`config.mk`:
```
export PLATFORM = sky130hd
export DESIGN_NAME = vending_param
export DESIGN_NICKNAME = d
export VERILOG_FILES = /design/src/rtl/vending_param.sv
export SDC_FILE = /design/constraint.sdc
export NUM_CORES = 1
export LEC_CHECK = 0
export CAP_MARGIN = 20
export CORE_MARGIN = 10
export CORE_UTILIZATION = 50
export DETAILED_ROUTE_END_ITERATION = 10
export PLACE_DENSITY = 0.74
export SYNTH_ARGS = -nofsm -noshare
export SYNTH_HDL_FRONTEND = slang
export SYNTH_SLANG_ARGS = --single-unit
export TNS_END_PERCENT = 100
```
`constraint.sdc`:
```
create_clock -name clk -period 3.9 [get_ports clk]
set_input_delay 0.78 -clock clk [delete_from_list [all_inputs] [get_ports clk]]
set_output_delay 0.78 -clock clk [all_outputs]
set_load 0.03 [all_outputs]
```
`src/rtl/vending_param.sv`:
```
// Coin vending controller with configurable price and optional 25 coin.
// Change and refunds are returned as a serial stream of chg5 pulses.
module vending_param #(
  parameter int PRICE_UNITS = 4,
  parameter int CW          = 4,
  parameter bit COIN25_EN   = 1'b1
) (
  input  logic          clk,
  input  logic          rst,
  input  logic [1:0]    coin,
  input  logic          cancel,
  output logic          dispense,
  output logic          chg5,
  output logic          coin_reject,
  output logic          ready,
  output logic [CW-1:0] credit
);

  typedef enum logic {IDLE, CHANGE} state_t;

  localparam logic [CW-1:0] PRICE = CW'(PRICE_UNITS);

  state_t        state_reg;
  logic [CW-1:0] credit_reg;
  logic [CW-1:0] cnt_reg;
  logic          dispense_reg;
  logic          chg5_reg;
  logic          reject_reg;

  logic          coin_valid;
  logic [CW-1:0] coin_units;
  logic [CW-1:0] sum;
  logic          take_refund;
  logic          take_sale;
  logic [CW-1:0] ret_units;

  always_comb begin
    coin_valid = 1'b0;
    coin_units = '0;
    case (coin)
      2'b01: begin
        coin_valid = 1'b1;
        coin_units = CW'(1);
      end
      2'b10: begin
        coin_valid = 1'b1;
        coin_units = CW'(2);
      end
      2'b11: begin
        coin_valid = COIN25_EN;
        coin_units = COIN25_EN ? CW'(5) : '0;
      end
      default: begin
        coin_valid = 1'b0;
        coin_units = '0;
      end
    endcase
  end

  // Invalid coins contribute nothing, so a refund of credit+coin is just sum.
  always_comb begin
    sum         = credit_reg + coin_units;
    take_refund = cancel && (sum != '0);
    take_sale   = !cancel && coin_valid && (sum >= PRICE);
    ret_units   = '0;
    if (take_refund) begin
      ret_units = sum;
    end else if (take_sale) begin
      ret_units = sum - PRICE;
    end
  end

  always_ff @(posedge clk) begin
    if (rst) begin
      state_reg    <= IDLE;
      credit_reg   <= '0;
      cnt_reg      <= '0;
      dispense_reg <= 1'b0;
      chg5_reg     <= 1'b0;
      reject_reg   <= 1'b0;
    end else begin
      dispense_reg <= 1'b0;
      chg5_reg     <= 1'b0;
      reject_reg   <= 1'b0;
      case (state_reg)
        IDLE: begin
          reject_reg <= (coin != 2'b00) && !coin_valid;
          if (take_refund || take_sale) begin
            credit_reg   <= '0;
            dispense_reg <= take_sale;
            chg5_reg     <= (ret_units != '0);
            // cnt_reg counts the chg5 cycles still owed after the next one
            if (ret_units > CW'(1)) begin
              state_reg <= CHANGE;
              cnt_reg   <= ret_units - CW'(1);
            end
          end else if (!cancel && coin_valid) begin
            credit_reg <= sum;
          end
        end
        CHANGE: begin
          chg5_reg   <= 1'b1;
          reject_reg <= (coin != 2'b00);
          if (cnt_reg <= CW'(1)) begin
            state_reg <= IDLE;
            cnt_reg   <= '0;
          end else begin
            cnt_reg <= cnt_reg - CW'(1);
          end
        end
        default: begin
          state_reg <= IDLE;
          cnt_reg   <= '0;
        end
      endcase
    end
  end

  assign dispense    = dispense_reg;
  assign chg5        = chg5_reg;
  assign coin_reject = reject_reg;
  assign credit      = credit_reg;
  assign ready       = (state_reg == IDLE);

endmodule
```
==> run metrics <==
status finished clean; Worst VDD drop between 300 and 400 µV; layout cells sized above 1 between 10% and 20%; Required @ worst endpoint 4050 ps; Cell Pwr Density between 400 and 500 nW/µm²; final hold vios 0; Cell Chain, Critical Path clkdlybuf4s50_1, nand2b_1, inv_1, ha_1, and3_1, or3_1, and2_2, inv_1, ha_1, o31ai_1, a211oi_1, o31ai_1, a21oi_1; Worst path top cell family by delay simple AND/OR/NAND/NOR gates; clk_lat worst skew between 200 and 300 ps; Placeable Area approximately 1700 µm²; first-pass GRT wire length 3.82 mm; Clock transition at path regs around 70 ps; Slew headroom between 60% and 70%; net count after synthesis ~130; Register Area approximately 240 µm²; sequential area share after synthesis 26.7%; Final Wtd Congestion around 0.9; Hold WC Path Type register to register; NumNets Final 146; post-cts sizing count 0; most frequent cells in the layout dfxtp_1 (12), clkdlybuf4s50_1 (12), o21ai_0 (11); Slowest cell on crit path clkdlybuf4s50_1; fmax about 0.27 GHz; Pleak about 0.44 nW; Crit Path Class input pin to register; Syn Inst Count between 100 and 150; max-slew violations 0; vias in the first global route about 840; Tot Pwr around 0.0005 W; Top FF cell, synth dfxtp_1; P&R area growth vs syn 25.3%; Chip Height 62.4 µm; Seq cells post-synth 12; largest net degree at the start of global routing 17; Yosys cell types 37; CTS sink count 12; CTS tree built; drt drc 0; Placement Setup Slack -127 ps; IO Port Bufs 12; Die Span X ~62 µm; total grt overflow 0; hpwl dp roughly 1.7 mm; Clock Tree Buf Depth 2; Post-Route Skew roughly 2.8 ps; Ports 13; Buffers & Inverters on Critical Path 3; H-tree Lvls 1; initial antenna violation count 0; CTS Buf Count 3; Post-Syn Area approximately 900 µm²; Starting Density a little over half; Tcrit/Tclk final ~93%; footprint of the multi-input gates between 600 and 700 µm²; ANT cells 0; Root Buffer clkbuf_4; CP max FO 4; final setup fails 0; final wirelength about 2.2 mm; critical path endpoint category register; # hold bufs at CTS 0; # rows 15; Post-synth EDFFs 0; Critical Path AT between 3000 and 4000 ps; drt first pass iters 4; FFs w/ async S/R, synth 0%; Global Route Usage Sum a little under an eighth; Vias 910; RSZ-0062 raised after global routing no; fin util about two thirds; CP Launch Type input pin; worst reg2reg setup slack 1100 ps; Setup Buffers After CTS 0; initial detailed-routing violation count 13; final setup margin between 200 and 300 ps; WL/cell ~14 µm; Avg Inst Size Synth 7.97 µm²; ANT nets after route 0; Worst Max-Slew Pin Slew 565 ps; worst stage delay on the critical path about 520 ps; # Max-Cap Violations 0; DR vias/cell ~5.8; Syn. warnings 0; Fill cells around 140; die area 3900 µm²; Final Critical Period between 3000 and 4000 ps
[worst paths after layout]
| kind | start | depth (start not counted) | to |
|---|---|---|---|
| setup / recovery | coin[0] | 13 | cnt_reg[2] |
| hold / removal | cnt_reg[1] | 2 | cnt_reg[1] |
| setup reg to reg | credit[2] | 10 | cnt_reg[2] |
| hold reg to reg | cnt_reg[1] | 2 | cnt_reg[1] |
[tightest hold or removal path, cell delays in order, from the launching register on]
cell and delay (ps):
dfxtp_1 320, o21ai_0 70, a21oi_1 60
[cell type report]
class                      count  area share, %
timing repair buffer          20           16.0
multi-input combinational     88           53.8
inverter                       9           2.99
tap                           25           2.77
sequential                    12           21.3
clock buffer                   4           3.22
[layer usage]
layer,vias up,global-route usage (%),share of wire (%)
met4,0,2.79,0.59
met5,-,0,0
met1,432,14.0,47
met2,14,18.2,48
met3,2,5.20,4.7
li1,462,-,-
[cell families (layout without fill, tap and decap cells)]
| family | after synthesis | count (layout) | share of synthesized area, % |
|---|---|---|---|
| fa+ha+maj | 7 | 7 | 10.6 |
| flops | 12 | 12 | 26.7 |
| buf+inv | 13 | 33 | 6.25 |
| compound gates | 39 | 39 | 30.4 |
| mux | 2 | 2 | 2.22 |
| simple gates | 37 | 37 | 21.0 |
| xor+xnor | 3 | 3 | 2.92 |
[power by group]
group | leakage, nW | switching (W) | internal, W | total [W]
Clock | 0.0210 | 0.0000412 | 0.0000568 | 0.0000979
Sequential | 0.0985 | 0.0000240 | 0.000142 | 0.000166
Combinational | 0.323 | 0.000128 | 0.000102 | 0.000230
[Yosys cell counts (2+ instances only)]
cell type / instances / area (µm²)
a211oi_1: 4 / 30.0
a21boi_0: 2 / 15.0
o31ai_1: 2 / 15.0
xnor2_1: 3 / 26.3
nor3_1: 9 / 45.0
nor2_1: 7 / 26.3
clkbuf_1: 3 / 11.3
nand2b_1: 2 / 12.5
mux2i_1: 2 / 20.0
ha_1: 6 / 75.1
nand4_1: 4 / 25.0
nand2_1: 6 / 22.5
o21ai_0: 11 / 55.1
a31oi_1: 2 / 12.5
dfxtp_1: 12 / 240
a21oi_1: 9 / 45.0
inv_1: 9 / 33.8
[metrics by stage]
step / TNS [ps] / hold slack (ps) / cells / instance area, µm²
detailed placement: -328 / 483 / 154 / 1090
floorplan: 0 / 463 / 113 / 901
CTS: 0 / 494 / 158 / 1130
global route: 0 / 518 / 158 / 1130
finish: 0 / 493 / 158 / 1130
global placement: -72.0 / 484 / 154 / 1090
Power figures use the tool's default switching activity.
